==> src/rtl/clkdiv_pkg.sv <==
// Shared constants and types for the programmable clock divider bank.
package clkdiv_pkg;

    localparam int unsigned CLKDIV_MIN_RATIO = 2;
    localparam int unsigned CLKDIV_NCH       = 4;
    localparam int unsigned CLKDIV_DIVW      = 8;
    localparam int unsigned CLKDIV_RST_DIV   = 4;

    typedef logic [CLKDIV_DIVW-1:0] div_t;

    // Gate handshake states: counting, finishing the current period, parked.
    typedef enum logic [1:0] {
        GATE_RUN   = 2'd0,
        GATE_DRAIN = 2'd1,
        GATE_GATED = 2'd2
    } gate_state_t;

endpackage

==> src/rtl/clkdiv_chan.sv <==
// One divider channel: period counter, shadowed ratio, duty compare and
// registered clock/enable outputs. Optional gate handshake under CLKDIV_GATE_EN.
module clkdiv_chan
    import clkdiv_pkg::*;
#(
    parameter int unsigned DIVW    = CLKDIV_DIVW,
    parameter int unsigned RST_DIV = CLKDIV_RST_DIV
) (
    input  logic            clki,
    input  logic            rst_n,
    input  logic            we,
    input  logic [DIVW-1:0] div,
    input  logic            sync,
`ifdef CLKDIV_GATE_EN
    input  logic            gate_req,
    output logic            gate_ack,
`endif
    output logic            pend,
    output logic            done,
    output logic            clko,
    output logic            ce,
    output logic            run
);

    localparam logic [DIVW-1:0] MIN_R   = DIVW'(CLKDIV_MIN_RATIO);
    localparam logic [DIVW-1:0] RST_R   = DIVW'(RST_DIV);
    localparam logic            RST_RUN = (RST_DIV >= CLKDIV_MIN_RATIO);

    logic [DIVW-1:0] live_q;
    logic [DIVW-1:0] shadow_q;
    logic [DIVW-1:0] cnt_q;

    logic [DIVW-1:0] apply_val_c;
    logic [DIVW-1:0] live_nxt_c;
    logic [DIVW-1:0] cnt_nxt_c;
    logic            running_c;
    logic            active_c;
    logic            at_end_c;
    logic            hold_c;
    logic            release_c;
    logic            sync_c;
    logic            apply_c;

`ifdef CLKDIV_GATE_EN
    gate_state_t     gst_q;
`endif

    // Period boundary detection, shadow apply decision and next counter value.
    always_comb begin
        hold_c    = 1'b0;
        release_c = 1'b0;
`ifdef CLKDIV_GATE_EN
        hold_c    = (gst_q == GATE_GATED);
        release_c = hold_c && !gate_req;
`endif
        running_c = (live_q >= MIN_R);
        active_c  = running_c && !hold_c;
        at_end_c  = running_c && (cnt_q == live_q - DIVW'(1));
        sync_c    = sync && active_c;

        // A write coinciding with sync is applied by that sync directly.
        apply_c = 1'b0;
        if (sync_c) begin
            apply_c = pend || we;
        end else if (hold_c) begin
            apply_c = pend && release_c;
        end else begin
            apply_c = pend && (!running_c || at_end_c);
        end

        apply_val_c = (sync_c && we) ? div : shadow_q;
        live_nxt_c  = apply_c ? apply_val_c : live_q;
        cnt_nxt_c   = (active_c && !sync_c && !at_end_c) ? cnt_q + DIVW'(1) : '0;
    end

    // Channel state and registered outputs (one cycle behind cnt).
    always_ff @(posedge clki or negedge rst_n) begin
        if (!rst_n) begin
            live_q   <= RST_R;
            shadow_q <= RST_R;
            cnt_q    <= '0;
            pend     <= 1'b0;
            done     <= 1'b0;
            clko     <= 1'b0;
            ce       <= 1'b0;
            run      <= RST_RUN;
`ifdef CLKDIV_GATE_EN
            gst_q    <= GATE_RUN;
            gate_ack <= 1'b0;
`endif
        end else begin
            live_q <= live_nxt_c;
            cnt_q  <= cnt_nxt_c;
            if (we) begin
                shadow_q <= div;
            end
            // A write landing on an apply cycle stays pending for the next boundary.
            if (sync_c) begin
                pend <= 1'b0;
            end else if (we) begin
                pend <= 1'b1;
            end else if (apply_c) begin
                pend <= 1'b0;
            end
            done <= apply_c;
            run  <= (live_nxt_c >= MIN_R);
            ce   <= active_c && (cnt_q == '0);
            clko <= active_c && (cnt_q < (live_q >> 1));
`ifdef CLKDIV_GATE_EN
            case (gst_q)
                GATE_RUN: begin
                    if (gate_req && running_c) begin
                        gst_q <= at_end_c ? GATE_GATED : GATE_DRAIN;
                    end
                end
                GATE_DRAIN: begin
                    if (!gate_req) begin
                        gst_q <= GATE_RUN;
                    end else if (at_end_c || !running_c) begin
                        gst_q <= GATE_GATED;
                    end
                end
                GATE_GATED: begin
                    if (!gate_req) begin
                        gst_q <= GATE_RUN;
                    end
                end
                default: gst_q <= GATE_RUN;
            endcase
            gate_ack <= (gst_q == GATE_GATED) && gate_req;
`endif
        end
    end

endmodule

==> src/rtl/clkdiv_bank.sv <==
// N-channel programmable clock divider bank with glitch-free retune and
// global phase re-align. Optional per-channel gating via macro CLKDIV_GATE_EN.
module clkdiv_bank
    import clkdiv_pkg::*;
#(
    parameter int unsigned NCH     = CLKDIV_NCH,
    parameter int unsigned DIVW    = CLKDIV_DIVW,
    parameter int unsigned RST_DIV = CLKDIV_RST_DIV
) (
    input  logic                                  clki,
    input  logic                                  rst_n,
    input  logic                                  cfg_we,
    input  logic [$clog2(NCH > 1 ? NCH : 2)-1:0]  cfg_ch,
    input  logic [DIVW-1:0]                       cfg_div,
    input  logic                                  sync_start,
`ifdef CLKDIV_GATE_EN
    input  logic [NCH-1:0]                        gate_req,
    output logic [NCH-1:0]                        gate_ack,
`endif
    output logic [NCH-1:0]                        cfg_pend,
    output logic [NCH-1:0]                        cfg_done,
    output logic [NCH-1:0]                        div_clko,
    output logic [NCH-1:0]                        div_ce,
    output logic [NCH-1:0]                        ch_run
);

    localparam int unsigned CHW = $clog2(NCH > 1 ? NCH : 2);

    logic [NCH-1:0] we_c;

    // Channel select decode; out-of-range channel numbers match nothing.
    always_comb begin
        we_c = '0;
        for (int i = 0; i < NCH; i++) begin
            we_c[i] = cfg_we && (cfg_ch == CHW'(i));
        end
    end

    for (genvar g = 0; g < NCH; g++) begin : g_ch
        clkdiv_chan #(
            .DIVW    (DIVW),
            .RST_DIV (RST_DIV)
        ) u_chan (
            .clki     (clki),
            .rst_n    (rst_n),
            .we       (we_c[g]),
            .div      (cfg_div),
            .sync     (sync_start),
`ifdef CLKDIV_GATE_EN
            .gate_req (gate_req[g]),
            .gate_ack (gate_ack[g]),
`endif
            .pend     (cfg_pend[g]),
            .done     (cfg_done[g]),
            .clko     (div_clko[g]),
            .ce       (div_ce[g]),
            .run      (ch_run[g])
        );
    end

endmodule

==> config.mk <==
export PLATFORM = sky130hd
export DESIGN_NAME = clkdiv_bank
export DESIGN_NICKNAME = d
export VERILOG_FILES = /design/src/rtl/clkdiv_pkg.sv /design/src/rtl/clkdiv_chan.sv /design/src/rtl/clkdiv_bank.sv
export SDC_FILE = /design/constraint.sdc
export NUM_CORES = 1
export LEC_CHECK = 0
export CORE_MARGIN = 4
export CORE_UTILIZATION = 50
export DETAILED_ROUTE_END_ITERATION = 10
export PLACE_DENSITY = 0.67
export SKIP_CTS_REPAIR_TIMING = 1
export SYNTH_ARGS = -nofsm -noshare
export SYNTH_HDL_FRONTEND = slang
export SYNTH_SLANG_ARGS = --single-unit
export TNS_END_PERCENT = 20
==> constraint.sdc <==
create_clock -name clki -period 2.8 [get_ports clki]
set_input_delay 0.42 -clock clki [delete_from_list [all_inputs] [get_ports clki]]
set_output_delay 0.42 -clock clki [all_outputs]
set_load 0.03 [all_outputs]
Word-level counts from Yosys, hierarchy flattened
Cells that the tools add are included.
{ "totals": {"reg_bits": 116, "latchBits": 0, "mem_bits_rw": 0, "mem_bits_ro": 0, "out_inout_bits": 20, "word_cells": 152, "memories": 0} }
{ "op_classes": {"n_addsub": 8, "mul": 0, "div_mod_pow": 0, "n_lt_le_gt_ge": 12, "n_eq_ne": 7, "shifts": 0, "n_mux": 28, "bitwise": 0, "n_reduce_logical": 65} }
{ "ops": {"columns": ["cell", "n"], "rows": [
  ["2-to-1 mux 8 bit", 12],
  [">= comparator 8 x 2 -> 1 bit, second input constant", 8],
  ["logical AND 1 bit", 36],
  ["adder 8 x 1 -> 8 bit, second input constant", 4],
  ["== test 8 bit", 4],
  ["logical NOT 8 bit", 4],
  ["less-than comparator 8 x 7 -> 1 bit", 4],
  ["subtractor 8 x 1 -> 8 bit, second input constant", 4],
  ["2-to-1 mux 1 bit", 16],
  ["logical NOT 1 bit", 12],
  ["nonzero test 3 bit", 4],
  ["logical OR 1 bit", 8],
  ["== test 2 bit, second input constant", 2],
  ["== test 2 x 1 -> 1 bit, second input constant", 1],
  ["logical NOT 2 bit", 1]
]} }

Longest topological paths before layout
Gate-level depths: netlist of run 1.
{ "depth": {"ltp_word": 9, "ltp_mapped": 11} }

Cells and area by module
A second synthesis of run 1 with hierarchy kept.
{ "hier_totals": {"hier_cells": 788, "area_unflattened_um2": 7644.8} }
{ "by_module_without_submodules": {"columns": ["module", "instances", "cells_each", "area_per_inst_um2"], "rows": [
  ["clkdiv_chan", 4, 196, 1901.8],
  ["clkdiv_bank", 1, 4, 37.5]
]} }

Least setup slack after synthesis of run 1
Ideal clock, no wire load.
{ "synth_path": {"kind": "register -> register", "startpoint": "register g_ch[2].u_chan.live_q[0]", "endpoint": "register g_ch[2].u_chan.run", "setup_time_ns": 0.088, "t_arrival_ns": 2.466, "path_slack_ns": 0.246, "stages_incl_launch_ff": 12, "period_less_slack_ns": 2.554, "path_cell_list": "dfrtp_1 -> clkbuf_1 -> inv_1 -> ha_1 -> xnor2_1 -> and4b_1 -> a41oi_1 -> a211oi_4 -> o21a_2 -> buf_6 -> a22o_1 -> or3b_1"} }
{ "synth_via": {"elab_chain_cells": 8} }
{ "synth_rtl": {"columns": ["element", "line", "rtl"], "rows": [
  ["start: declaration", "clkdiv_chan.sv:29", "logic [DIVW-1:0] live_q;"],
  ["start signal: assignment", "clkdiv_chan.sv:92", "live_q <= live_nxt_c;"],
  ["subtractor 8 x 1 -> 8 bit", "clkdiv_chan.sv:58", "at_end_c = running_c && (cnt_q == live_q - DIVW'(1));"],
  ["== test 8 bit", "clkdiv_chan.sv:58", null],
  ["logical AND 1 bit", "clkdiv_chan.sv:58", null],
  ["logical OR 1 bit", "clkdiv_chan.sv:68", "apply_c = pend && (!running_c || at_end_c);"],
  ["logical AND 1 bit", "clkdiv_chan.sv:68", null],
  ["2-to-1 mux 1 bit (*)", "clkdiv_chan.sv:63", "if (sync_c) begin"],
  ["named net g_ch[2].u_chan.apply_c", "clkdiv_chan.sv:42", "logic apply_c;"],
  ["2-to-1 mux 8 bit (*)", "clkdiv_chan.sv:72", "live_nxt_c = apply_c ? apply_val_c : live_q;"],
  ["named net g_ch[2].u_chan.live_nxt_c[3]", "clkdiv_chan.sv:34", "logic [DIVW-1:0] live_nxt_c;"],
  [">= comparator 8 x 2 -> 1 bit (*)", "clkdiv_chan.sv:106", "run <= (live_nxt_c >= MIN_R);"],
  ["end signal: assignment", "clkdiv_chan.sv:106", null],
  ["end: declaration", "clkdiv_chan.sv:22", "output logic run"]
]} }
Mark *: on every way through the listed nets, which the timed path passes. The rest lies on a longest branch.
A chain may end at the register's enable or synchronous reset.

Worst setup path after layout of run 1
{ "layout_path": {"startpoint": "register g_ch[1].u_chan.live_q[1]", "endpoint": "register g_ch[1].u_chan.live_q[5]"} }
{ "layout_via": {"elab_chain_cells": 7} }
{ "layout_rtl": {"columns": ["element", "line"], "rows": [
  ["start: declaration", "clkdiv_chan.sv:29"],
  ["start signal: assignment", "clkdiv_chan.sv:92"],
  ["subtractor 8 x 1 -> 8 bit", "clkdiv_chan.sv:58"],
  ["== test 8 bit", "clkdiv_chan.sv:58"],
  ["logical AND 1 bit", "clkdiv_chan.sv:58"],
  ["logical OR 1 bit", "clkdiv_chan.sv:68"],
  ["logical AND 1 bit", "clkdiv_chan.sv:68"],
  ["2-to-1 mux 1 bit", "clkdiv_chan.sv:63"],
  ["2-to-1 mux 8 bit (*)", "clkdiv_chan.sv:72"],
  ["named net g_ch[1].u_chan.live_nxt_c[5]", "clkdiv_chan.sv:34"]
]} }
Marks and branches as above.

==> impl_metrics.yaml, run 1 <==
run_status:
  status: "completed"
floorplan:
  core_area_sq_um: 14000
  start_util_pct: 51.5
  die-area_sq_um: 16400
  fp-row-count: 43
  io_pins: 34
  dieHeight_um: 128
  die_w_um: 128
yosys:
  synth_fp_nets: 826
  synth_edf_count: 0
  syn_inst: 772
  ys_seq_area_share_pct: 40.4
  synth_area_sq_um: 7230
  synth.area.top_cells: "dfrtp_1 (36%), ha_1 (6.9%), mux2i_1 (5.1%)"
  ys_ff_latch: 116
  synth_cell_type_count: 67
  synth.top_cell.area_share_pct: 36.0
  synthArstFlopShare_pct: 100
  syn_avg_cell_area_sq_um: 9.36
  ys_warn_count: 0
  yosysTopAreaCell: "dfrtp_1"
  synth_flop_cell: "dfrtp_1"
worst_setup_path:
  worst-setup-path-type: "reg2reg"
  worstPathMaxFanout: 9
  arrival_ps: 3000
  cp-start-kind: "flip-flop"
  endpoint_kind: "flip-flop"
  required_ps: 3130
sta:
  timing.final.crit_share_pct: 95.3
  setup_tns_ps: 0
  max_slew_margin_pct: 55.1
  setup_viol: 0
  final.min_clock_period_ps: 2670
  clock_skew_ps: 4.79
  slew_viol_final: 0
  fmax_mhz: 375
  hold_slack_ps: 18.7
  rsz0062_at_grt: "false"
  tightest_slew_ps: 673
  hold_violations: 0
placement:
  dp_cells: 957
  port_buffers: 33
  place_congestion: 0.876
  dp_hpwl_mm: 12.1
drt:
  drc_errors: 0
  via_per_inst: 5.69
  drtIter0Drc: 415
  first_pass_iters: 4
  ant_nets: 0
  routedWlPerCell_um: 17.1
  vias: 5624
  wirelength_mm: 16.9
clock_tree:
  cts_made_buffers: 17
  clockBufferDepth: 2
  cts-htree-levels: 4
  root_buffer: "clkbuf_16"
  path_clk_slew_ps: 60
  insertion_delay_ps: 420
  cts_sinks: 116
  cts_tree: "built"
power_and_ir_drop:
  p_per_area_nw_per_um2: 879
  p_total_mw: 7.28
  power.leakage_nw: 3.93
  ir_drop_mv: 0.487
run:
  cap_violations: 0
global_routing:
  grtUsageTotal_pct: 21.6
  grt_pass1_wl_mm: 28.5
  grt-ovfl-total: 0
  grt_max_degree: 51
  grt_pass1_vias: 5677
  antenna_found_initial: 0
hold_path:
  min-delay-path-class: "in2async"
final_layout:
  area_delta_synth_final_pct: 14.6
  fin_nets: 850
  drive_gt1_share_pct: 12.5
  layoutNonFillerInstCount: 989
  diodes: 0
[worst paths after layout]
check / start / end / slack, ps / cells after the start
max: g_ch[1].u_chan.live_q[1] / g_ch[1].u_chan.live_q[5] / 130 / 10
min: rst_n / g_ch[2].u_chan.cnt_q[0] / 20 / 1
max reg2reg: g_ch[1].u_chan.live_q[1] / g_ch[1].u_chan.live_q[5] / 130 / 10
min reg2reg: g_ch[3].u_chan.shadow_q[2] / g_ch[3].u_chan.shadow_q[2] / 470 / 2
max in group asynchronous: rst_n / g_ch[1].u_chan.live_q[2] / 2050 / 2
min in group clki: g_ch[3].u_chan.shadow_q[2] / g_ch[3].u_chan.shadow_q[2] / 470 / 2
[synthesized netlist by cell type (3+ instances only)]
library cell,count
a2111oi_0,3
a21o_1,20
a21oi_1,30
a22o_1,5
a311oi_1,4
a31oi_1,7
a41oi_1,6
and2_1,5
and3_1,17
buf_2,6
buf_4,20
buf_6,3
clkbuf_1,25
dfrtp_1,104
dfstp_2,12
ha_1,40
inv_1,48
mux2_2,16
mux2i_1,37
nand2_1,71
nand2b_1,13
nand3_1,33
nand3b_1,8
nand4_1,4
nor2_1,63
nor3_1,21
nor3b_1,3
nor4_1,14
o2111ai_1,3
o21ai_0,22
or3_1,5
xnor2_1,26
xor2_1,37
[kinds of logic after synthesis]
group,count (synthesis),share of synthesized area [%]
xor gates and xnor gates,63,7.64
buffers and inverters,104,6.86
DFF,116,40.4
and+or+nand+nor,273,18.8
muxes,53,7.62
adders and majority gates,40,6.93
AOI/OAI and AO/OA,123,11.8
[stage by stage]
stage	instance area [sq um]	utilization, %	worst slack [ps]
6_report	8280	59.0	130
3_3_place_gp	7690	54.7	151
3_5_place_dp	7690	54.7	48.1
4_1_cts	8280	59.0	180
2_1_floorplan	7230	-	246
5_1_grt	8280	59.0	5.82
[worst max-delay path: stages (launching register included)]
cell     delay (ps)
dfrtp_1         480
inv_1           100
ha_1            290
xnor2_1         120
or3_1           370
nor4_1          370
buf_4           190
a21bo_1         120
o21a_1          120
buf_4           180
mux2i_1         240
[final cells by class]
| class | count | area, sq um |
|---|---|---|
| Fill cell | 1189 | 5760 |
| Multi-Input combinational cell | 552 | 3810 |
| Sequential cell | 116 | 2920 |
| Timing Repair Buffer | 61 | 551 |
| Clock buffer | 20 | 467 |
| Tap cell | 180 | 225 |
| Inverter | 48 | 180 |
| Clock inverter | 12 | 129 |
[per-layer routing]
layer	GRT usage [%]	wire [um]	up-vias
met5	0	0	-
met4	6.74	211	0
met3	4.63	704	19
met2	35.6	8330	124
met1	28.5	7660	2758
li1	-	-	2723
[cell usage in the layout, fill, tap and decap left out, drive strengths merged, types with 3 or more instances in the layout]
master	netlist	final
dfrtp	104	104
nand2	72	72
nor2	63	63
inv	48	49
ha	40	40
mux2i	37	37
xor2	37	37
nand3	33	33
clkdlybuf4s50	0	32
a21oi	31	31
buf	31	29
xnor2	26	26
o21ai	22	22
nor3	21	21
a21o	20	20
clkbuf	25	20
and3	18	18
mux2	16	16
nor4	15	15
nand2b	13	13
dfstp	12	12
nand3b	8	8
a31oi	7	7
a41oi	6	6
clkinvlp	0	6
or3	5	5
and2	5	5
a22o	5	5
a311oi	5	5
nand4	4	4
o2111ai	3	3
nor3b	3	3
a2111oi	3	3
clkinv	0	3
or2	3	3
a211oi	3	3
[flip-flops by register name (all words and copies together), names as in the netlist]
register / count
g_ch.u_chan.done: 4
g_ch.u_chan.live_q: 32
g_ch.u_chan.clko: 4
g_ch.u_chan.run: 4
g_ch.u_chan.pend: 4
g_ch.u_chan.cnt_q: 32
g_ch.u_chan.ce: 4
g_ch.u_chan.shadow_q: 32
[report_power, final]
part,internal [mW],switching (mW)
combinational,1.15,1.33
sequential,2.09,0.539
clock,1.37,0.793
total,4.62,2.67
(Power assumes the default switching activity.)
==> run 2, diff against run 1 <==
--- a/config.mk
+++ b/config.mk
@@ -6,9 +6,9 @@
 export NUM_CORES = 1
 export LEC_CHECK = 0
 export CORE_MARGIN = 4
-export CORE_UTILIZATION = 50
+export CORE_UTILIZATION = 40
 export DETAILED_ROUTE_END_ITERATION = 10
-export PLACE_DENSITY = 0.67
+export PLACE_DENSITY = 0.56
 export SKIP_CTS_REPAIR_TIMING = 1
 export SYNTH_ARGS = -nofsm -noshare
 export SYNTH_HDL_FRONTEND = slang
==> run 2 against run 1 <==
Clock power rose by 15%. Critical path depth shrank 3. Combinational power about the same. Sequential power is essentially flat. Clock skew rose by 2.9 ps. First-iteration DRC count shrank 7.2%. Maximum frequency rose by 1.9%. Hold slack improved by 340 ps. Die area is 23% higher. Core utilization shrank 10 points.
==> impl_metrics.yaml, run 2 (synthesis gave the netlist of run 1 again) <==
run_status:
  status: "completed"
clock_tree:
  cts_tree: "built"
  cts_sinks: 116
  insertion_delay_ps: 430
  cts_made_buffers: 17
  path_clk_slew_ps: 50
  clockBufferDepth: 2
  root_buffer: "clkbuf_16"
  cts-htree-levels: 4
global_routing:
  grt_pass1_vias: 5847
  grt_pass1_wl_mm: 29.8
  grt_max_degree: 80
  grtUsageTotal_pct: 18.2
  antenna_found_initial: 0
  grt-ovfl-total: 0
drt:
  drtIter0Drc: 385
  routedWlPerCell_um: 16.7
  vias: 5667
  via_per_inst: 5.43
  wirelength_mm: 17.4
  first_pass_iters: 5
  ant_nets: 0
  drc_errors: 0
sta:
  rsz0062_at_grt: "false"
  final.min_clock_period_ps: 2620
  setup_tns_ps: 0
  clock_skew_ps: 7.66
  setup_viol: 0
  slew_viol_final: 0
  tightest_slew_ps: 497
  fmax_mhz: 382
  max_slew_margin_pct: 66.6
  timing.final.crit_share_pct: 93.6
  hold_violations: 0
worst_setup_path:
  worst-setup-path-type: "reg2reg"
  startpoint: "g_ch[2].u_chan.live_q[3]"
  arrival_ps: 2960
  endpoint_kind: "flip-flop"
  worstPathMaxFanout: 9
  required_ps: 3140
  rrSetupSlack_ps: 180
  cp-start-kind: "flip-flop"
  r2r_start: "g_ch[2].u_chan.live_q[3]"
power_and_ir_drop:
  ir_drop_mv: 0.491
  p_per_area_nw_per_um2: 898
  power.leakage_nw: 4.03
final_layout:
  design_area_sq_um: 8510
  diodes: 0
  regArea_sq_um: 2920
  fin_nets: 860
  layout_common_cells: "dfrtp_1 (104), nand2_1 (71), nor2_1 (63)"
  n_fill_cell: 1614
  final_common_cell: "dfrtp_1"
  multiInputGateArea_sq_um: 3820
  biggestRegsByFlops: "g_ch.u_chan.cnt_q (32), g_ch.u_chan.live_q (32), g_ch.u_chan.shadow_q (32)"
  drive_gt1_share_pct: 13.4
  area_delta_synth_final_pct: 17.8
floorplan:
  dieHeight_um: 142
  io_pins: 34
  start_util_pct: 41.4
  die-area_sq_um: 20300
  die_w_um: 142
  core_area_sq_um: 17500
  fp-row-count: 48
placement:
  place_congestion: 0.826
  dp_hpwl_mm: 12.5
  port_buffers: 33
  place_area_sq_um: 7820
hold_path:
  min-delay-path-class: "in2async"
run:
  cap_violations: 0
run 2: changes by cell type in the layout (fill, tap and decap cells not counted), moves of 2 or more:
| cell | delta |
|---|---|
| buf_4 | +8 |
| bufinv_16 | +4 |
| clkinvlp_4 | -3 |
| clkbuf_8 | -2 |
| clkinv_4 | +2 |
run 2: layout make-up:
cell class / count / share of cell area (%)
multi-input cells: 552 / 44.9
clock inverters: 13 / 2.70
flip-flops and latches: 116 / 34.3
well taps: 225 / 3.31
inverters: 48 / 2.12
repair buffers: 71 / 7.52
clock buffers: 19 / 5.20
run 2: path summary, 6_finish.rpt:
| path | depth (start not counted) | to |
|---|---|---|
| min | 2 | g_ch[2].u_chan.cnt_q[2] |
| min reg2reg | 2 | g_ch[3].u_chan.shadow_q[2] |
| max reg2reg | 7 | g_ch[2].u_chan.run |
| max | 7 | g_ch[2].u_chan.run |
| max in group asynchronous | 3 | g_ch[0].u_chan.live_q[2] |
| min in group clki | 2 | g_ch[3].u_chan.shadow_q[2] |
run 2: worst max-delay path, stage by stage, from the launching register on:
cell and delay, ps:
dfrtp_1 480, nor4_4 470, and4b_1 270, a41oi_1 90
a211oi_4 420, o21a_2 300, mux2i_1 120, or3b_1 390
run 2: per-layer routing:
metal / vias up / share of wire, % / global-route usage (%)
li1: 2731 / - / -
met1: 2799 / 48 / 25.0
met2: 106 / 47 / 28.7
met3: 31 / 3.4 / 3.83
met4: 0 / 2.1 / 6.40
met5: - / 0 / 0
run 2: power by group:
group / switching [mW] / total (mW) / internal (mW)
sequential: 0.553 / 2.65 / 2.09
combinational: 1.32 / 2.50 / 1.18
clock: 0.803 / 2.49 / 1.69
run 2: through the flow:
step                std cells  worst slack, ps  utilization, %  hold slack (ps)  total power, mW
floorplan                 772              246               -              124             4.43
global placement         1011              214            44.8              241             5.07
detailed placement       1011              200            44.8              244             5.15
CTS                      1043              175            48.6             -207             7.69
global route             1044             33.9            48.7              367             8.18
finish                   1044              180            48.7              355             7.64
